File: config.mk
export PLATFORM = sky130hd
export DESIGN_NAME = axi_rd_arbiter
export DESIGN_NICKNAME = d
export VERILOG_FILES = /design/src/rtl/axi_rd_arbiter.sv
export SDC_FILE = /design/constraint.sdc
export NUM_CORES = 1
export LEC_CHECK = 0
export CAP_MARGIN = 10
export CORE_AREA = 10 10 351 353
export CTS_BUF_LIST = sky130_fd_sc_hd__clkbuf_4
export CTS_CLUSTER_DIAMETER = 120
export DETAILED_ROUTE_END_ITERATION = 8
export DIE_AREA = 0 0 361 363
export PLACE_DENSITY = 0.32
export SYNTH_ARGS = -nofsm -noshare
export SYNTH_HDL_FRONTEND = slang
export SYNTH_SLANG_ARGS = --single-unit
export TNS_END_PERCENT = 50
File: constraint.sdc
create_clock -name clk -period 1.7 [get_ports clk]
set_clock_uncertainty 0.1 [all_clocks]
set_input_delay 0.255 -clock clk [delete_from_list [all_inputs] [get_ports clk]]
set_output_delay 0.255 -clock clk [all_outputs]
set_load 0.02 [all_outputs]
File: src/rtl/axi_rd_arbiter.sv
// Two-requester AXI read arbiter. Round-robin grant, one burst outstanding,
// zero-latency routing of the shared R channel to the granted requester.
// Handshakes: a transfer happens on a rising clk edge where valid and ready
// are both high; a valid source holds its payload stable until that edge.
module axi_rd_arbiter #(
  parameter int         DATA_BYTE_WIDTH = 32,
  parameter logic [7:0] MAX_LEN         = 8'd15
) (
  input  logic                           clk,
  input  logic                           rst_n,
  // requester 0
  input  logic [31:0]                    m0_axi_araddr,
  input  logic [7:0]                     m0_axi_arlen,
  input  logic                           m0_axi_arvalid,
  output logic                           m0_axi_arready,
  output logic [DATA_BYTE_WIDTH*8-1:0]   m0_axi_rdata,
  output logic [1:0]                     m0_axi_rresp,
  output logic                           m0_axi_rlast,
  output logic                           m0_axi_rvalid,
  input  logic                           m0_axi_rready,
  // requester 1
  input  logic [31:0]                    m1_axi_araddr,
  input  logic [7:0]                     m1_axi_arlen,
  input  logic                           m1_axi_arvalid,
  output logic                           m1_axi_arready,
  output logic [DATA_BYTE_WIDTH*8-1:0]   m1_axi_rdata,
  output logic [1:0]                     m1_axi_rresp,
  output logic                           m1_axi_rlast,
  output logic                           m1_axi_rvalid,
  input  logic                           m1_axi_rready,
  // shared slave port
  output logic [3:0]                     s_axi_arid,
  output logic [31:0]                    s_axi_araddr,
  output logic [7:0]                     s_axi_arlen,
  output logic [2:0]                     s_axi_arsize,
  output logic [1:0]                     s_axi_arburst,
  output logic                           s_axi_arvalid,
  input  logic                           s_axi_arready,
  input  logic [3:0]                     s_axi_rid,
  input  logic [DATA_BYTE_WIDTH*8-1:0]   s_axi_rdata,
  input  logic [1:0]                     s_axi_rresp,
  input  logic                           s_axi_rlast,
  input  logic                           s_axi_rvalid,
  output logic                           s_axi_rready,
  // status
  output logic                           busy,
  output logic                           grant_idx,
  output logic                           len_err,
  output logic [1:0]                     fsm_state
);

  typedef enum logic [1:0] {
    IDLE = 2'd0,
    ADDR = 2'd1,
    DATA = 2'd2
  } state_t;

  state_t      state, state_nxt;
  logic        last_grant;
  logic        grant_q, grant_nxt, do_grant;
  logic [31:0] addr_q, req_addr;
  logic [7:0]  len_q, req_len, sel_len;
  logic [7:0]  beat_cnt;
  logic        cnt_full;
  logic        len_err_q;
  logic        in_addr, in_data, beat, beat_err;

  assign in_addr = (state == ADDR);
  assign in_data = (state == DATA);

  // A beat moves only while a burst is in its data phase
  assign s_axi_rready = in_data & (grant_q ? m1_axi_rready : m0_axi_rready);
  assign beat         = in_data & s_axi_rvalid & s_axi_rready;

  // Counter stops at MAX_LEN+1 so a runaway slave cannot wrap it
  assign cnt_full = ({1'b0, beat_cnt} >= ({1'b0, MAX_LEN} + 9'd1));

  // Short burst (rlast before the latched length) or a foreign ID
  assign beat_err = (s_axi_rlast && (beat_cnt != len_q)) || (s_axi_rid != s_axi_arid);

  // Request payload of whoever is being granted this cycle, length clamped
  assign req_addr = grant_nxt ? m1_axi_araddr : m0_axi_araddr;
  assign sel_len  = grant_nxt ? m1_axi_arlen  : m0_axi_arlen;
  assign req_len  = (sel_len > MAX_LEN) ? MAX_LEN : sel_len;

  // Next-state logic and round-robin grant decision
  always_comb begin
    state_nxt = state;
    grant_nxt = grant_q;
    do_grant  = 1'b0;
    case (state)
      IDLE: begin
        if (m0_axi_arvalid || m1_axi_arvalid) begin
          do_grant  = 1'b1;
          state_nxt = ADDR;
          if (m0_axi_arvalid && m1_axi_arvalid) grant_nxt = ~last_grant;
          else                                  grant_nxt = m1_axi_arvalid;
        end
      end
      ADDR:    if (s_axi_arready)       state_nxt = DATA;
      DATA:    if (beat && s_axi_rlast) state_nxt = IDLE;
      default: state_nxt = IDLE;
    endcase
  end

  // State register
  always_ff @(posedge clk or negedge rst_n) begin
    if (!rst_n) state <= IDLE;
    else        state <= state_nxt;
  end

  // Burst context: grant, address, length, beat count and fairness history
  always_ff @(posedge clk or negedge rst_n) begin
    if (!rst_n) begin
      last_grant <= 1'b1;
      grant_q    <= 1'b0;
      addr_q     <= '0;
      len_q      <= '0;
      beat_cnt   <= '0;
    end else begin
      if (do_grant) begin
        grant_q  <= grant_nxt;
        addr_q   <= req_addr;
        len_q    <= req_len;
        beat_cnt <= '0;
      end else if (beat) begin
        if (!cnt_full) beat_cnt <= beat_cnt + 8'd1;
        if (s_axi_rlast) last_grant <= grant_q;
      end
    end
  end

  // Sticky error flag, cleared only by reset
  always_ff @(posedge clk or negedge rst_n) begin
    if (!rst_n)                len_err_q <= 1'b0;
    else if (beat && beat_err) len_err_q <= 1'b1;
  end

  // Shared address channel
  assign s_axi_arvalid = in_addr;
  assign s_axi_arid    = {3'b000, grant_q};
  assign s_axi_araddr  = addr_q;
  assign s_axi_arlen   = len_q;
  assign s_axi_arsize  = 3'b101;
  assign s_axi_arburst = 2'b01;

  assign m0_axi_arready = in_addr & ~grant_q & s_axi_arready;
  assign m1_axi_arready = in_addr &  grant_q & s_axi_arready;

  // Read data is broadcast; qualifiers go only to the granted requester
  assign m0_axi_rdata  = s_axi_rdata;
  assign m1_axi_rdata  = s_axi_rdata;
  assign m0_axi_rvalid = in_data & ~grant_q & s_axi_rvalid;
  assign m1_axi_rvalid = in_data &  grant_q & s_axi_rvalid;
  assign m0_axi_rlast  = in_data & ~grant_q & s_axi_rlast;
  assign m1_axi_rlast  = in_data &  grant_q & s_axi_rlast;
  assign m0_axi_rresp  = (in_data & ~grant_q) ? s_axi_rresp : 2'b00;
  assign m1_axi_rresp  = (in_data &  grant_q) ? s_axi_rresp : 2'b00;

  // Status
  assign busy      = (state != IDLE);
  assign grant_idx = grant_q;
  assign len_err   = len_err_q;
  assign fsm_state = state;

endmodule

* Word-level counts from Yosys, hierarchy flattened *
Index checks and enable logic that the tools add are counted.
W data, S select, Z words.

word-level totals
  logic and storage cells = 64
  flip-flop bits (word level) = 53
  output and inout port bits = 578
  input port bits = 351

operators by class
  add/subtract/negate cells = 1
  reductions and logical operators = 12
  eq/ne operators = 8
  magnitude comparators = 2
  multiplexer cells = 18
  bitwise operators = 16

operators with widths
  cell                   count
  $mux W8                5
  $mux W32               1
  $and A1 B1 Y1          13
  $mux W2                5
  $add A8 B1 Y8 const B  1
  $ge A8 B5 Y1 const B   1
  $gt A8 B4 Y1 const B   1
  $ne A8 B8 Y1           1
  $mux W1                6
  $ne A2 B2 Y1 const B   3
  $pmux W2 S3            1
  $reduce_and A3 Y1      2
  $logic_and A1 B1 Y1    4
  $ne A4 B1 Y1           1
  $reduce_bool A2 Y1     2
  $not A1 Y1             3
  $eq A2 B1 Y1 const B   1
  $eq A2 B2 Y1 const B   1
  $logic_not A2 Y1       1
  $logic_or A1 B1 Y1     2
  $ne A2 B1 Y1 const B   1
  $reduce_and A2 Y1      1

* Longest topological paths before layout *
Gate-level depths: netlist of run 1.

  depth after elaboration = 7
  gate-level depth with buffers = 7
  gate-level depth less buffers = 4

* Worst setup path after synthesis of run 1 *
OpenSTA, ideal clock, no wires.

  path kind = flip-flop to flip-flop
  start point = reg state[1] (netlist: fsm_state[1])
  end point = reg len_q[0] (netlist: s_axi_arlen[0])
  required time = 1523 ps
  buffers on the path = 1
  clock period less this slack = 1941 ps
  setup slack = -241 ps
  arrival = 1764 ps
  library setup time = 77 ps
  cell stages (with the launch flop) = 6
  path through = dfrtp_1 buf_4 or4b_4 nand4_4 mux2_2 a21oi_1

between the ends
  longest elaborated chain between the ends = 5
  elaborated cells between the ends (all ways) = 6
  classes of those cells = 1 x order compare; 4 x mux; 1 x reduce/logical

RTL lines
  item                      RTL line  RTL
  start: declaration        58        state_t state, state_nxt;
  start signal: assignment  109       else state <= state_nxt;
  $logic_not A2 Y1 (*)      91        case (state)
  $mux W1                   91
  $mux W8                   83        assign sel_len = grant_nxt ? m1_axi_arlen : m0_axi_arlen;
  $gt A8 B4 Y1              84        assign req_len = (sel_len > MAX_LEN) ? MAX_LEN : sel_len;
  $mux W8                   84
  end signal: assignment    124       len_q <= req_len;
  end: declaration          62        logic [7:0] len_q, req_len, sel_len;

Every way passes the cells marked *; elsewhere a longest branch is shown, timed or not.
A chain may end at the register's enable or synchronous reset.

* Worst setup path after layout of run 1 *
  start point = reg state[0] (netlist: fsm_state[0])
  end point = reg len_q[2] (netlist: s_axi_arlen[2])

Same word-level chain as after synthesis.

==> results_dict.tcl, run 1 <==
set metrics [dict create \
    wl_per_cell_um 26.41 \
    min_period_ns 2.213 \
    synthToLayoutAreaGrowth_pct 13.01 \
    maxCapViolCount 0 \
    critPathCaptureType "register" \
    die_h_um 363 \
    leakagePower_nw 2.455 \
    total_power_w 0.009573 \
    cp_slowest_stage_delay_ns 0.54 \
    crit_type "register to register" \
    final_hold_viol_count 0 \
    dr.pass1.iters 4 \
    yosysWarnings 0 \
    clock_path_buffers 2 \
    synth-seq-cells 53 \
    reg2regPathDepth 7 \
    postRouteAntennaNets 0 \
    vias 3786 \
    io_buffers 152 \
    yosysSeqAreaShare 0.2040 \
    die_w_um 361 \
    r2r_slack_ns -0.51 \
    cp_common_cell "buf_6" \
    nets 854 \
    finalWorstSetupSlack_ns -0.5130 \
    p_per_area_nw_per_um2 1301 \
    max_freq_mhz 451.9 \
    netlist_instances 792 \
    path_cells "buf_6 -> buf_6 -> or4b_4 -> nand4_4 -> buf_12 -> mux2_4 -> a21oi_2" \
    ys_types 40 \
    globalRouteTotalUtil 0.07791 \
    ys_async_sr_fraction 1.000 \
    crit_path_start_kind "register" \
    clock_sinks 53 \
    tightest_slew_ns 1.048 \
    layout_common_cells "clkdlybuf4s50_1, buf_4, buf_6, dfrtp_1, nand2_1" \
    avgSynthCellArea_um2 8.218 \
    dieArea_um2 131000 \
    setup_viol 59 \
    hold_path.class "input port to async pin" \
    placed_area_um2 6591 \
    peakVddDrop_mv 0.3684 \
    status "finished, violations left" \
    cp_max_fo 10 \
    arrival_ns 2.60 \
    critPathSlowestCell "or4b_4" \
    violations "negative setup slack" \
    timing.setup.tns_ns -19.72 \
    fin_util 0.06347 \
    via_per_inst 1.866 \
    cp_data_required_time_ns 2.09 \
    n_fill_cell 13630 \
    cts.clk_slew.worst_paths_ns 0.21 \
    cts_tree "built" \
    wirelength_um 53590 \
    core_area_um2 115900 \
    ys.flop_type "dfrtp_1" \
    root_buffer "clkbuf_4" \
    timing.slew.headroom 0.3012 \
    drt_iter0_drc 151 \
    whs_ns 0.1562 \
    start_util 0.05616 \
    grt_pass1_vias 4252 \
    final_area_um2 7356 \
    synth_edf_count 0 \
    cts_buffers 5 \
    clk_latency_ns 0.54 \
    mostFrequentLayoutCell "clkdlybuf4s50_1" \
    synth_area_leaders "buf_4, dfrtp_1, o22ai_1" \
    synth_top_area_cell "buf_4" \
    drc_errors 0 \
    dp_hpwl_um 47700 \
    antenna_found_initial 8 \
    fin_crit_sh 1.302 \
    boundaryPins 929 \
    netlist_area_um2 6509 \
    grt_max_degree 23 \
    drive_gt1_frac 0.4323 \
    place_congestion 0.6974 \
    rsz0062_at_grt "yes" \
    overflow 0 \
    placementRows 125 \
    htreeDepth 2 \
    grt_pass1_wl_um 62980 \
    synth.top_cell.area_share 0.6055 \
    slew_violations 0 \
]
## synthesized netlist by cell type (2+ instances only)
cell        n
o21ai_1    30
o22ai_1    32
nor4_1      2
clkbuf_1    8
a21oi_1     9
nand2b_1    3
xnor2_1    10
mux2_2      5
nand2_1    39
buf_4     525
inv_1       5
buf_6       3
nor3_1      5
dfrtp_1    52
ha_1        2
nor2_1     18
nand4_1     2
o21ai_0     7
and3_1      3
conb_1      2
and2_1      8
nand3_1     2
mux2i_1     3
## area by class of cell
type,instances,area (µm²),area share
antenna,3,7.507,0.001021
clock buffer,5,37.54,0.005103
clock inverter,3,12.51,0.001701
inverter,5,18.77,0.002551
multi-input combinational,201,1546,0.2102
sequential,53,1336,0.1817
tap,1524,1907,0.2592
timing repair buffer,235,2490,0.3385
## routing by layer
layer / part of all wire / routed length (µm) / GRT usage
met4: 0.043 / 2286 / 0.03441
met2: 0.42 / 22600 / 0.1135
met1: 0.25 / 13510 / 0.05605
met5: 0.0074 / 394 / 0.01778
met3: 0.28 / 14790 / 0.1023
## through the flow
step                      setup slack [ns]  instances
after floorplan                    -0.1552        798
after global placement             -0.5605       1989
after detailed placement           -0.5940       1989
after CTS                          -0.5046       2022
after global routing               -0.5495       2027
final                              -0.5130       2029
## worst max-delay path, delay by kind of cell (launching register included)
family                 cells  cell delay [ns]
AOI/OAI and AO/OA          1             0.10
buffers and inverters      3             0.43
DFF                        1             0.48
muxes                      1             0.32
and+or+nand+nor            2             0.71
## flip-flops by register name, indices dropped and copies added (netlist names)
signal / flops
beat_cnt: 8
s_axi_araddr: 32
fsm_state: 2
grant_idx: 1
s_axi_arlen: 8
last_grant: 1
len_err: 1
## power by group
| part | internal (W) | total (W) | switching [W] |
|---|---|---|---|
| logic | 0.00316 | 0.00667 | 0.00351 |
| clock network | 0.000149 | 0.000782 | 0.000633 |
| registers | 0.00173 | 0.00212 | 0.000389 |
| total | 0.00504 | 0.00957 | 0.00454 |
## cell families after synthesis
| logic type | after synthesis | synth area share |
|---|---|---|
| DFF | 53 | 0.2040 |
| buffers and inverters | 544 | 0.6217 |
| other | 2 | 0.001154 |
| AOI/OAI and AO/OA | 82 | 0.07074 |
| xor gates and xnor gates | 10 | 0.01346 |
| muxes | 8 | 0.01326 |
| adders and majority gates | 2 | 0.003844 |
| and+or+nand+nor | 91 | 0.07190 |
## worst paths after layout
check	from	end
min in group clk	m1_axi_araddr[15]	s_axi_araddr[15]
max reg2reg	fsm_state[0]	s_axi_arlen[2]
max	fsm_state[0]	s_axi_arlen[2]
min	rst_n	last_grant
min reg2reg	s_axi_araddr[5]	s_axi_araddr[5]
max in group asynchronous	rst_n	s_axi_arlen[2]
## what timing repair did
item | CTS | global route
pin swaps | 14 | 20
endpoints found under the setup margin | 108 | 92
hold endpoints to repair | 53 | 0
resized for setup | 298 | 51
cloned | 2 | 0
setup buffers | 22 | 4
hold buffers | 2 | 0
(Power assumes the default switching activity.)
==> inputs of run 2 (changes only) <==
--- a/config.mk
+++ b/config.mk
@@ -5,13 +5,14 @@
 export SDC_FILE = /design/constraint.sdc
 export NUM_CORES = 1
 export LEC_CHECK = 0
+export ABC_CLOCK_PERIOD_IN_PS = 1700
 export CAP_MARGIN = 10
 export CORE_AREA = 10 10 351 353
 export CTS_BUF_LIST = sky130_fd_sc_hd__clkbuf_4
 export CTS_CLUSTER_DIAMETER = 120
 export DETAILED_ROUTE_END_ITERATION = 8
 export DIE_AREA = 0 0 361 363
-export PLACE_DENSITY = 0.32
+export PLACE_DENSITY = 0.35
 export SYNTH_ARGS = -nofsm -noshare
 export SYNTH_HDL_FRONTEND = slang
 export SYNTH_SLANG_ARGS = --single-unit
==> run 2 against run 1 <==
Against the previous run:
- the flow still finishes with violations (negative setup slack)
- worst setup slack got worse by 0.034 ns
- design area fell by 5.4%
- power fell by 4.6%
- flip-flop and latch count did not move
- critical path depth did not move
- wire length rose by 1.3%
- register-to-register slack got worse by 0.03 ns
- sequential power barely moved
- maximum frequency fell by 1.5%
- hold slack got worse by 0.039 ns
- die area did not move
- utilization fell by 0.34 points
- largest cell class unchanged
==> results_dict.tcl, run 2 (synthesized netlist as in run 1, its figures left out) <==
set metrics [dict create \
    path_cells "buf_6 -> buf_6 -> or4b_4 -> nand4_4 -> buf_12 -> o22ai_1 -> o21ai_1" \
    hold_path.class "input port to async pin" \
    critPathSlowestCell "or4b_4" \
    peakVddDrop_mv 0.5631 \
    crit_buf_inv 3 \
    place_congestion 0.6974 \
    p_per_area_nw_per_um2 1313 \
    drt_iter0_drc 131 \
    setup_viol 63 \
    postRouteAntennaNets 0 \
    critPathCaptureType "register" \
    io_buffers 152 \
    globalRouteTotalUtil 0.07894 \
    cts_buffers 5 \
    final_hold_viol_count 0 \
    placed_cells 1981 \
    violations "negative setup slack" \
    dieArea_um2 131000 \
    crit-reg2reg-launch "fsm_state[0]" \
    cp_common_cell "buf_6" \
    maxCapViolCount 0 \
    r2r_slack_ns -0.55 \
    core_area_um2 115900 \
    cp_top_family "simple AND/OR/NAND/NOR gates" \
    layout_common_cells "clkdlybuf4s50_1, buf_4, dfrtp_1, buf_6, nand2_1" \
    clock_path_buffers 2 \
    place_ws_ns -0.4690 \
    fin_crit_sh 1.322 \
    cp_data_required_time_ns 2.04 \
    status "finished, violations left" \
    slew_violations 0 \
    max_freq_mhz 445.1 \
    vias 3644 \
    grt_pass1_wl_um 63180 \
    dr.pass1.iters 4 \
    leakagePower_nw 2.292 \
    grt_pass1_vias 4126 \
    drc_errors 0 \
    dp_hpwl_um 49520 \
    rsz0062_at_grt "yes" \
    placed_area_um2 6424 \
    boundaryPins 929 \
    total_power_w 0.009135 \
    mostFrequentLayoutCell "clkdlybuf4s50_1" \
    cts.clk_slew.worst_paths_ns 0.26 \
    min_period_ns 2.247 \
    final_area_um2 6958 \
    root_buffer "clkbuf_4" \
    cp_max_fo 34 \
    htreeDepth 2 \
    drive_gt1_frac 0.3801 \
    wirelength_um 54300 \
    wl_per_cell_um 26.88 \
    r2r_end "s_axi_araddr[27]" \
    timing.slew.headroom 0.5472 \
    largest_reg_flops 32 \
    cp_slowest_stage_delay_ns 0.52 \
    n_fill_cell 13670 \
    nets 844 \
    grt_max_degree 34 \
    placementRows 125 \
    die_w_um 361 \
    die_h_um 363 \
    tightest_slew_ns 0.6770 \
    antenna_found_initial 3 \
    synthToLayoutAreaGrowth_pct 6.901 \
    overflow 0 \
    cts_tree "built" \
    finalWorstSetupSlack_ns -0.5468 \
    crit_type "register to register" \
    clock_sinks 53 \
    final_cells 2020 \
    reg2regPathDepth 7 \
    crit_path_start_kind "register" \
    arrival_ns 2.59 \
    start_util 0.05616 \
    via_per_inst 1.804 \
    clk_latency_ns 0.56 \
]
[run 2: changes by cell type in the layout (fill, tap and decap cells not counted), sizes merged]
cell	previous run	this run
dlygate4sd3	1	4
diode	3	4
dlymetal6s4s	1	0
inv	5	6
buf	138	124
clkinv	3	0
clkdlybuf4s15	2	4
bufinv	0	2
[run 2: how the worst max path moves through the flow]
| stage | startpoint | endpoint | slack, ns | cells past startpoint |
|---|---|---|---|---|
| finish | fsm_state[0] | s_axi_araddr[27] | -0.55 | 7 |
| global placement | m1_axi_arvalid | s_axi_araddr[29] | -0.49 | 6 |
| detailed placement | m1_axi_arvalid | s_axi_araddr[13] | -0.47 | 6 |
| global route | fsm_state[0] | s_axi_araddr[14] | -0.58 | 7 |
| floorplan | fsm_state[1] | s_axi_arlen[0] | -0.16 | 5 |
| CTS | fsm_state[1] | busy | -0.60 | 7 |
[run 2: power breakdown]
| group | internal, W | switching, W |
|---|---|---|
| clock network | 0.000462 | 0.000644 |
| registers | 0.00173 | 0.000378 |
| logic | 0.00262 | 0.00330 |
[run 2: area by class of cell]
class | count | area (µm²) | area share
timing repair buffer | 225 | 2225 | 0.3197
tap | 1524 | 1907 | 0.2741
multi-input combinational | 201 | 1356 | 0.1949
sequential | 53 | 1335 | 0.1919
clock inverter | 3 | 68.82 | 0.009890
clock buffer | 5 | 37.54 | 0.005395
inverter | 5 | 18.77 | 0.002697
antenna | 4 | 10.01 | 0.001439
[run 2: per-layer routing]
| layer | share of wire | vias up | global-route usage | wire length (µm) |
|---|---|---|---|---|
| met5 | 0.0013 | - | 0.007257 | 68 |
| met4 | 0.037 | 2 | 0.02717 | 2006 |
| met3 | 0.32 | 128 | 0.1205 | 17200 |
| met2 | 0.44 | 662 | 0.1208 | 23810 |
| met1 | 0.21 | 1453 | 0.04586 | 11220 |
| li1 | - | 1399 | - | - |
[run 2: stage by stage]
stage / TNS, ns / hold slack, ns / util
final: -23.01 / 0.1174 / 0.06004
after global routing: -27.48 / 0.02770 / 0.05997
after CTS: -25.63 / 0.002429 / 0.05857
after detailed placement: -20.92 / 0.04059 / 0.05543
after global placement: -20.64 / 0.04257 / 0.05543
after floorplan: -4.012 / -0.1406 / -
[run 2: repair_timing]
action / in CTS / in global routing
gates resized for setup: 220 / 29
pin swaps: 10 / 8
hold endpoints to repair: 53 / 0
buffers inserted: 16 / 7
setup endpoints to repair: 101 / 71
hold buffers: 4 / 0
==> inputs of run 3 (changes only) <==
==> config.mk (replaced) <==
export PLATFORM = sky130hd
export DESIGN_NAME = axi_rd_arbiter
export DESIGN_NICKNAME = d
export VERILOG_FILES = /design/src/rtl/axi_rd_arbiter.sv
export SDC_FILE = /design/constraint.sdc
export NUM_CORES = 1
export LEC_CHECK = 0
export ABC_CLOCK_PERIOD_IN_PS = 2700
export CAP_MARGIN = 10
export CORE_AREA = 10 10 356 358
export CTS_BUF_LIST = sky130_fd_sc_hd__clkbuf_4
export CTS_CLUSTER_DIAMETER = 120
export DETAILED_ROUTE_END_ITERATION = 8
export DIE_AREA = 0 0 366 368
export PLACE_DENSITY = 0.33
export SYNTH_ARGS = -nofsm -noshare
export SYNTH_HDL_FRONTEND = slang
export SYNTH_SLANG_ARGS = --single-unit
export TNS_END_PERCENT = 50
==> constraint.sdc (replaced) <==
create_clock -name clk -period 2.7 [get_ports clk]
set_clock_uncertainty 0.1 [all_clocks]
set_input_delay 0.405 -clock clk [delete_from_list [all_inputs] [get_ports clk]]
set_output_delay 0.405 -clock clk [all_outputs]
set_load 0.02 [all_outputs]
==> run 3 against run 2 <==
Against the previous run:
- the run now ends clean
- utilization decreased by 0.64 points
- power down 48%
- design area shrank 8.0%
- register-to-register slack better by 0.97 ns
- global-route usage is 0.49 points higher
- count of clock-buffer cells in the layout is 1 higher
- critical path depth fell by 1
- die area rose by 2.8%
- sequential share of layout area is 1.7 points higher
- largest cell class is now tap cells
- hold slack improved by 0.27 ns
- first-iteration DRC count shrank 3.8%
==> results_dict.tcl, run 3 (synthesized netlist as in run 1, its figures left out) <==
set metrics [dict create \
    status "completed" \
    postRouteAntennaNets 0 \
    drc_errors 0 \
    crit_type "register to output port" \
    overflow 0 \
    arrival_ns 2.02 \
    layout_common_cells "clkdlybuf4s50_1, dfrtp_1, nand2_1, o22ai_1, o21ai_1" \
    root_buffer "clkbuf_4" \
    wl_per_cell_um 28.89 \
    globalRouteTotalUtil 0.08387 \
    cp_max_fo 5 \
    maxCapViolCount 0 \
    vias 3526 \
    largest_reg_flops 32 \
    reg2regPathDepth 6 \
    grt_max_degree 58 \
    whs_ns 0.3880 \
    synthToLayoutAreaGrowth_pct -1.692 \
    grt_pass1_vias 3844 \
    boundaryPins 929 \
    timing.slew.headroom 0.4098 \
    leakagePower_nw 1.876 \
    clk_latency_ns 0.51 \
    cts_tree "built" \
    grt_pass1_wl_um 68660 \
    rsz0062_at_grt "no" \
    cp_data_required_time_ns 2.19 \
    r2r_slack_ns 0.42 \
    setup_viol 0 \
    hold_path.class "input port to register" \
    crit-reg2reg-launch "fsm_state[1]" \
    start_util 0.05454 \
    final_area_um2 6399 \
    via_per_inst 1.714 \
    p_per_area_nw_per_um2 740.1 \
    peakVddDrop_mv 0.2821 \
    path_cells "buf_12 -> buf_4 -> and2b_2 -> nand2_2 -> nor2_1 -> buf_4" \
    total_power_w 0.004736 \
    dp_hpwl_um 54970 \
    critPathSlowestCell "dfrtp_4" \
    slew_violations 0 \
    htreeDepth 2 \
    drt_iter0_drc 126 \
    core_area_um2 119300 \
    cp_common_cell "buf_4" \
    min_from "m1_axi_arlen[2]" \
    timing.setup.tns_ns 0 \
    r2r_end "s_axi_arlen[3]" \
    wirelength_um 59440 \
    multi_input_area_um2 1190 \
    regArea_um2 1334 \
    whs_endpoint "s_axi_arlen[2]" \
    cp_slowest_stage_delay_ns 0.55 \
    final_hold_viol_count 0 \
    cp_top_family "flip-flops" \
    placed_area_um2 6277 \
    die_h_um 368 \
    dr.pass1.iters 4 \
    drive_gt1_frac 0.1380 \
    min_period_ns 2.522 \
    cts_buffers 5 \
    mostFrequentLayoutCell "clkdlybuf4s50_1" \
    crit_buf_inv 3 \
    tightest_slew_ns 0.8853 \
    die_w_um 366 \
    fin_crit_sh 0.9342 \
    placementRows 127 \
    io_buffers 152 \
    cts.clk_slew.worst_paths_ns 0.25 \
    nets 794 \
    clock_sinks 53 \
    hold_depth 3 \
    antenna_found_initial 7 \
    dieArea_um2 134700 \
    clock_path_buffers 2 \
    critPathCaptureType "output port" \
    place_congestion 0.7865 \
    max_freq_mhz 396.5 \
    crit_path_start_kind "register" \
    n_fill_cell 14090 \
]
## run 3: changes by cell type in the layout (fill, tap and decap cells not counted), moves of 5 or more
cell             delta
buf_12              -5
and2_4              -6
a21oi_1             +5
nor2_4              -6
and2_1              +6
nor2_1              +6
a21oi_2             -5
buf_4              -27
buf_2              -20
clkdlybuf4s50_1    +45
buf_6              -38
## run 3: routing by layer
layer | up-vias | part of all wire | track usage
li1 | 1297 | - | -
met1 | 1447 | 0.22 | 0.05190
met2 | 692 | 0.42 | 0.1237
met3 | 90 | 0.34 | 0.1345
met4 | 0 | 0.027 | 0.02095
met5 | - | 0 | 0.0003559
## run 3: through the flow
| stage | instances | setup slack, ns | utilization |
|---|---|---|---|
| 5_1_grt | 2054 | 0.01795 | 0.05356 |
| 3_3_place_gp | 2044 | 0.08723 | 0.05260 |
| 3_5_place_dp | 2044 | 0.08106 | 0.05260 |
| 2_1_floorplan | 798 | 0.7588 | - |
| 4_1_cts | 2054 | 0.01153 | 0.05346 |
| 6_report | 2057 | 0.1777 | 0.05362 |
## run 3: repair_timing
item	4_1_cts	5_1_grt
buffers inserted	1	0
endpoints found under the setup margin	11	3
cloned	0	0
hold buffers	1	0
endpoints found under the hold margin	52	0
gates resized for setup	12	3
## run 3: where the power goes
group | internal [W] | switching [W]
clock network | 0.000111 | 0.000378
logic | 0.00119 | 0.00173
registers | 0.00109 | 0.000230
total | 0.00239 | 0.00234
## run 3: worst max-delay path by stage
stage                            start             end  slack, ns  cells past startpoint
after floorplan           fsm_state[1]  s_axi_arlen[0]       0.76                      5
after global placement     s_axi_rlast    m0_axi_rlast       0.09                      4
after detailed placement   s_axi_rlast    m0_axi_rlast       0.08                      4
after CTS                    grant_idx    s_axi_rready       0.01                      5
after global routing      fsm_state[1]  m0_axi_arready       0.02                      6
final                     fsm_state[1]  m0_axi_arready       0.18                      6
## run 3: worst register-to-register path: stages, from the launching register on
cell	delay, ns
dfrtp_4	0.55
buf_4	0.18
or4b_4	0.54
nand4_4	0.13
buf_4	0.24
mux2_2	0.36
a21oi_1	0.12
## run 3: final cells by class
cell class,count,area share
clock inverter,2,0.002346
inverter,5,0.002933
sequential,53,0.2084
clock buffer,6,0.007039
timing repair buffer,175,0.2769
antenna,3,0.001173
multi-input combinational,201,0.1860
tap,1612,0.3152
